[src/rtl/aibcr3_dcc_cal_ctrl.sv]
// DCC/DLL calibration controller: 11-bit SAR search on phase-detector decisions, then +/-1 tracking until lock.
// Emits launch/measure stimulus per step and a registered Gray-coded delay code.
module aibcr3_dcc_cal_ctrl #(
  parameter int SETTLE_CYC   = 16,
  parameter int MAX_RETRY    = 3,
  parameter int LOCK_TOGGLES = 4
) (
  input  logic        clk_dcd,
  input  logic        nrst,
  input  logic        cal_start,
  input  logic        t_up,
  input  logic        t_down,
  output logic        pd_rst_n,
  output logic        launch,
  output logic        measure,
  output logic [2:0]  i_gray,
  output logic [7:0]  f_gray,
  output logic        dll_lock,
  output logic        cal_busy,
  output logic        cal_err,
  output logic [10:0] cal_code
);

  typedef enum logic [2:0] {
    S_IDLE, S_CLR, S_LAUNCH, S_MEAS, S_SETTLE, S_DECIDE, S_LOCKED
  } state_t;

  state_t      state, state_nxt;
  logic [1:0]  up_sync, down_sync;
  logic        up_s, down_s, is_up, is_dn, is_none;
  logic [10:0] code, code_nxt, gray_q;
  logic [3:0]  idx, idx_nxt, toggles, toggles_nxt;
  logic [7:0]  retry, retry_nxt, settle_cnt;
  logic        track, track_nxt, prev_vld, prev_vld_nxt, prev_up, prev_up_nxt;
  logic        err, err_nxt, lock_now;

  always_ff @(posedge clk_dcd) begin
    if (!nrst) begin
      up_sync   <= '0;
      down_sync <= '0;
    end else begin
      up_sync   <= {up_sync[0], t_up};
      down_sync <= {down_sync[0], t_down};
    end
  end

  assign up_s    = up_sync[1];
  assign down_s  = down_sync[1];
  assign is_up   = up_s & ~down_s;
  assign is_dn   = down_s & ~up_s;
  assign is_none = ~(is_up | is_dn);

  // Decision datapath; only DECIDE changes anything.
  always_comb begin
    code_nxt     = code;
    idx_nxt      = idx;
    retry_nxt    = retry;
    toggles_nxt  = toggles;
    track_nxt    = track;
    prev_vld_nxt = prev_vld;
    prev_up_nxt  = prev_up;
    err_nxt      = err;
    if (state == S_DECIDE) begin
      if (!track) begin
        if (is_up || is_dn || retry == 8'(MAX_RETRY - 1)) begin
          code_nxt[idx] = is_up;
          retry_nxt     = '0;
          if (idx != 4'd0) begin
            idx_nxt                = idx - 4'd1;
            code_nxt[idx - 4'd1]   = 1'b1;
          end else begin
            track_nxt    = 1'b1;
            prev_vld_nxt = 1'b0;
            toggles_nxt  = '0;
          end
        end else begin
          retry_nxt = retry + 8'd1;
        end
      end else if (!is_none) begin
        if ((is_up && code == 11'h7FF) || (is_dn && code == 11'h000)) begin
          err_nxt     = 1'b1;
          toggles_nxt = '0;
        end else begin
          code_nxt    = is_up ? code + 11'd1 : code - 11'd1;
          toggles_nxt = (prev_vld && prev_up != is_up) ? toggles + 4'd1 : 4'd0;
        end
        prev_vld_nxt = 1'b1;
        prev_up_nxt  = is_up;
      end
    end
  end

  assign lock_now = (state == S_DECIDE) && track && (toggles_nxt == 4'(LOCK_TOGGLES));

  always_ff @(posedge clk_dcd) begin
    if (!nrst) begin
      state <= S_IDLE;
    end else begin
      state <= state_nxt;
    end
  end

  always_comb begin
    state_nxt = state;
    if (!cal_start) begin
      state_nxt = S_IDLE;
    end else begin
      case (state)
        S_IDLE:   state_nxt = S_CLR;
        S_CLR:    state_nxt = S_LAUNCH;
        S_LAUNCH: state_nxt = S_MEAS;
        S_MEAS:   state_nxt = S_SETTLE;
        S_SETTLE: if (settle_cnt == 8'(SETTLE_CYC - 1)) state_nxt = S_DECIDE;
        S_DECIDE: state_nxt = lock_now ? S_LOCKED : S_CLR;
        S_LOCKED: state_nxt = S_LOCKED;
        default:  state_nxt = S_IDLE;
      endcase
    end
  end

  always_comb begin
    pd_rst_n = !(state == S_IDLE || state == S_CLR);
    launch   = (state == S_LAUNCH);
    measure  = (state == S_MEAS);
    dll_lock = (state == S_LOCKED);
    cal_busy = (state != S_IDLE) && (state != S_LOCKED);
  end

  // Dropping cal_start clears the search context but keeps the sticky error.
  always_ff @(posedge clk_dcd) begin
    if (!nrst) begin
      code <= '0; idx <= 4'd10; retry <= '0; toggles <= '0;
      track <= 1'b0; prev_vld <= 1'b0; prev_up <= 1'b0; err <= 1'b0;
    end else if (!cal_start) begin
      code <= '0; idx <= 4'd10; retry <= '0; toggles <= '0;
      track <= 1'b0; prev_vld <= 1'b0;
    end else if (state == S_IDLE) begin
      code <= 11'h400; idx <= 4'd10; retry <= '0; toggles <= '0;
      track <= 1'b0; prev_vld <= 1'b0; err <= 1'b0;
    end else begin
      code <= code_nxt; idx <= idx_nxt; retry <= retry_nxt; toggles <= toggles_nxt;
      track <= track_nxt; prev_vld <= prev_vld_nxt; prev_up <= prev_up_nxt; err <= err_nxt;
    end
  end

  always_ff @(posedge clk_dcd) begin
    if (!nrst) begin
      settle_cnt <= '0;
      gray_q     <= '0;
    end else begin
      settle_cnt <= (state == S_SETTLE) ? settle_cnt + 8'd1 : 8'd0;
      gray_q     <= code ^ (code >> 1);
    end
  end

  assign i_gray   = gray_q[2:0];
  assign f_gray   = gray_q[10:3];
  assign cal_code = code;
  assign cal_err  = err;

endmodule

[config.mk]
export PLATFORM = sky130hd
export DESIGN_NAME = aibcr3_dcc_cal_ctrl
export DESIGN_NICKNAME = d
export VERILOG_FILES = /design/src/rtl/aibcr3_dcc_cal_ctrl.sv
export SDC_FILE = /design/constraint.sdc
export NUM_CORES = 1
export LEC_CHECK = 0
export CORE_MARGIN = 2
export CORE_UTILIZATION = 40
export DETAILED_ROUTE_END_ITERATION = 8
export GPL_ROUTABILITY_DRIVEN = 0
export PLACE_DENSITY = 0.7
export SYNTH_ARGS = -nofsm -noshare
export SYNTH_HDL_FRONTEND = slang
export SYNTH_SLANG_ARGS = --single-unit
export TNS_END_PERCENT = 20
[constraint.sdc]
create_clock -name clk_dcd -period 4.65 [get_ports clk_dcd]
set_clock_uncertainty 0.15 [all_clocks]
set_input_delay 0.93 -clock clk_dcd [delete_from_list [all_inputs] [get_ports clk_dcd]]
set_output_delay 0.93 -clock clk_dcd [all_outputs]
set_load 0.02 [all_outputs]
==> metrics.md <==
| Metric | Value |
|---|---|
| Tot GR Track Use | 17.5% |
| Crit-path cells | inv_1, ha_1, inv_1, fa_1, a211oi_1, o21bai_1, a31oi_1, nor2_1, a211oi_1, o32ai_1 |
| Port bufs | 32 |
| Synth Flop Type | dfxtp_1 |
| Synth Area in Adders | 11.7% |
| Hold_buf cts | 0 |
| Mapped cell area | 3470 um^2 |
| # rows | 33 |
| Fin. max-slew vios | 0 |
| Min-delay src | settle_cnt[0]$_SDFF_PN0_ |
| Die ar. | 9440 um^2 |
| N_diodes | 0 |
| DP Wirelength | 6010 um |
| Register area share after synthesis | 32.9% |
| Clock share of power | 49.2% |
| P_sw | 0.253 mW |
| Post-Synth Simple-Gate Area | 23.1% |
| Largest net degree at the start of global routing | 31 |
| DIE HEIGHT | 97.2 um |
| WL final | 8120 um |
| Clock sinks | 57 |
| Power Density | 262 nW/um^2 |
| DRC viols | 0 |
| Logic pwr share | 4.5% |
| Synth Area in XOR/XNOR | 6.56% |
| RSZ-0062 raised after global routing | false |
| Number of global-route vias before repair | 2898 |
| Area growth from synthesis to layout | 17.5% |
| Status | complete, no violations |
| CTS Buffer Depth | 2 |
| Critical-path top delay cell | fa_1 |
| Post-CTS setup buffers | 0 |
| Worst Max-Slew Pin Slew | 658 ps |
| Hold Fails Final Rpt | 0 |
| Crit end category | flip-flop |
| YS warnings | 0 |
| Core Util, Final | 49.2% |
| CTS tree | done |
| Post-layout minimum cycle time | 3350 ps |
| Reg-to-Reg Start | down_sync[1]$_SDFF_PN0_ |
| Initial DRC Count | 213 |
| Peak per-stage delay on the critical path | 530 ps |
| Chip Width | 97.2 um |
| Synth async-reset ratio | 0% |
| Starting density of the core | 41.9% |
| Layout cells sized above 1 | 7.38% |
| Nets | 479 |
| Core area | 8300 um^2 |
| Global-route wire length before repair | 13600 um |
| Slew HR | 55.0% |
| Register bit total from synthesis | 57 |
| Root Driver | clkbuf_8 |
| Final worst path period share | 72.1% |
| VDD IR max | 0.120 mV |
| Post-route cell area | 4080 um^2 |
| Grt ovf | 0 |
| Reg clk slew, reported paths | 70 ps |
| Initial antenna violation count | 0 |
| Hold crit path type | flip-flop to flip-flop |
| Distinct cells, synth | 65 |
| WS Path Type | flip-flop to flip-flop |
| Compound-cell area share of the yosys netlist | 19.7% |
| Setup-failing EPs final | 0 |
| Worst setup SP type | flip-flop |
| Syn_area_per_cell | 8.43 um^2 |
| Setup TNS | 0 ps |
| Mapped Nets | 449 |
| Via count | 3042 |
| Pre-CTS worst setup slack | 1400 ps |
| Mux contribution to synthesized area | 1.44% |
| Post-synth EDFFs | 0 |
| WP data arrival | 3420 ps |
| H-tree depth | 3 |
| Via density | 5.51 |
| DR WL/cell | 14.7 um |
| Clock latency on the worst-skew pair | 340 ps |
| Largest family of logic cells by synthesized area | simple AND/OR/NAND/NOR gates |
| Crit path from | down_sync[1]$_SDFF_PN0_ |
| Design internal power | 0.817 mW |
| Switch share | 23.7% |
| Maxcap violations | 0 |
| Req. time, crit path | 4720 ps |
| Final worst slack | 1300 ps |
| Fillers | 832 |
| Remaining antenna violation count | 0 |
| Pleak | 1.59 nW |
| Sequential share of power | 46.3% |
| Max Fanout on Critical Path | 13 |
| Fmax | 298 MHz |
| # IOs | 33 |
| Post-DP Area | 3850 um^2 |
| Post-synthesis cell count | 412 |
| Total CTS buffers | 9 |
| DRT Pass-1 Iters | 4 |
| # resized after CTS | 0 |
[cells in the mapped netlist (2+ instances only)]
cell      number  share of area (%)
a31oi_1       11                2.0
inv_1         22                2.4
buf_2          2               0.29
ha_1          31                 11
xor2_1        18                4.5
a22oi_1        2               0.43
a211oi_1       6                1.3
nor3b_1        3               0.65
o21bai_1       4               0.86
nor2b_1        5               0.90
and3b_1        2               0.50
nand2_1       36                3.9
clkbuf_1       6               0.65
or3_1          3               0.54
mux2i_1        5                1.4
a221o_2        2               0.65
a21oi_1       28                4.0
a21o_1         3               0.65
o21ai_0       19                2.7
nor3_1         8                1.2
or2_2          4               0.72
nand3_1       16                2.3
buf_4          4               0.86
dfxtp_1       57                 33
nor2_1        39                4.2
o211ai_1       4               0.86
xnor2_1        8                2.0
nand2b_1       4               0.72
a221oi_1       2               0.50
nand4_1        4               0.72
and2_1        16                2.9
and3_1         4               0.72
or4_1          2               0.43
[cells by family (layout without fill, tap and decap cells)]
kind of cell	after synthesis	count (layout)
AO/OA/AOI/OAI	101	101
XOR/XNOR	26	26
adder cells (fa/ha/maj)	32	32
buffers and inverters	36	71
flip-flops	57	57
multiplexers	5	5
AND/OR/NAND/NOR	155	155
[layout by cell type (no fill, tap or decap), drive strengths merged, types with 4 or more instances in the layout]
master,count
and3,4
clkdlybuf4s50,32
o21ai,21
a21oi,28
nor2b,5
xor2,18
o21bai,4
ha,31
nand2b,4
inv,23
xnor2,8
mux2i,5
nand2,37
a31oi,11
clkbuf,9
nor2,39
dfxtp,57
or2,4
nand3,16
nor3,8
nand4,4
o211ai,4
a211oi,6
and2,17
[metrics by stage]
step	hold WS, ps	power [mW]	instances
floorplan	262	0.539	412
global route	318	1.11	552
CTS	294	1.08	552
finish	293	1.07	552
global placement	277	0.555	536
detailed placement	270	0.555	536
[layout make-up]
| class | instances | area (um^2) | share of cell area (%) |
|---|---|---|---|
| timing repair buffer | 33 | 328 | 8.03 |
| tap | 105 | 131 | 3.22 |
| inverter | 22 | 82.6 | 2.02 |
| clock buffer | 9 | 124 | 3.04 |
| sequential | 57 | 1140 | 28.0 |
| clock inverter | 7 | 103 | 2.51 |
| multi-input combinational | 319 | 2170 | 53.2 |
[state kept, by name, indices dropped and copies added (netlist names), 2 cells and up]
register    flops
toggles         4
retry           8
idx             4
state           3
down_sync       2
cal_code       11
settle_cnt      8
gray_q         11
up_sync         2
[layer usage]
| layer | track usage [%] | part of all wire, % | wire, um |
|---|---|---|---|
| met1 | 22.2 | 47 | 3790 |
| met2 | 29.0 | 46 | 3720 |
| met3 | 4.89 | 5.6 | 459 |
| met4 | 5.20 | 1.8 | 150 |
| met5 | 0 | 0 | 0 |
[power by group through the flow]
stage,combinational [mW],sequential (mW),clock [mW]
2_1_floorplan,0.0331,0.506,0
3_3_place_gp,0.0482,0.507,0
3_5_place_dp,0.0487,0.507,0
4_1_cts,0.0488,0.496,0.533
5_1_grt,0.0535,0.496,0.558
6_report,0.0486,0.496,0.526
[worst max-delay path: cells and delay by family, from the launching register on]
family	cells	cell delay, ps
AND/OR/NAND/NOR	1	90
AO/OA/AOI/OAI	5	1230
adder cells (fa/ha/maj)	2	1000
flip-flops	1	320
buffers and inverters	2	420
[path summary, 6_finish.rpt]
kind | to | slack [ps] | cells past startpoint
setup / recovery | cal_code[10]$_SDFFE_PN0P_ | 1300 | 10
hold / removal | settle_cnt[0]$_SDFF_PN0_ | 290 | 1
setup reg to reg | cal_code[10]$_SDFFE_PN0P_ | 1300 | 10
hold reg to reg | settle_cnt[0]$_SDFF_PN0_ | 290 | 1
(Power assumes the default switching activity.)
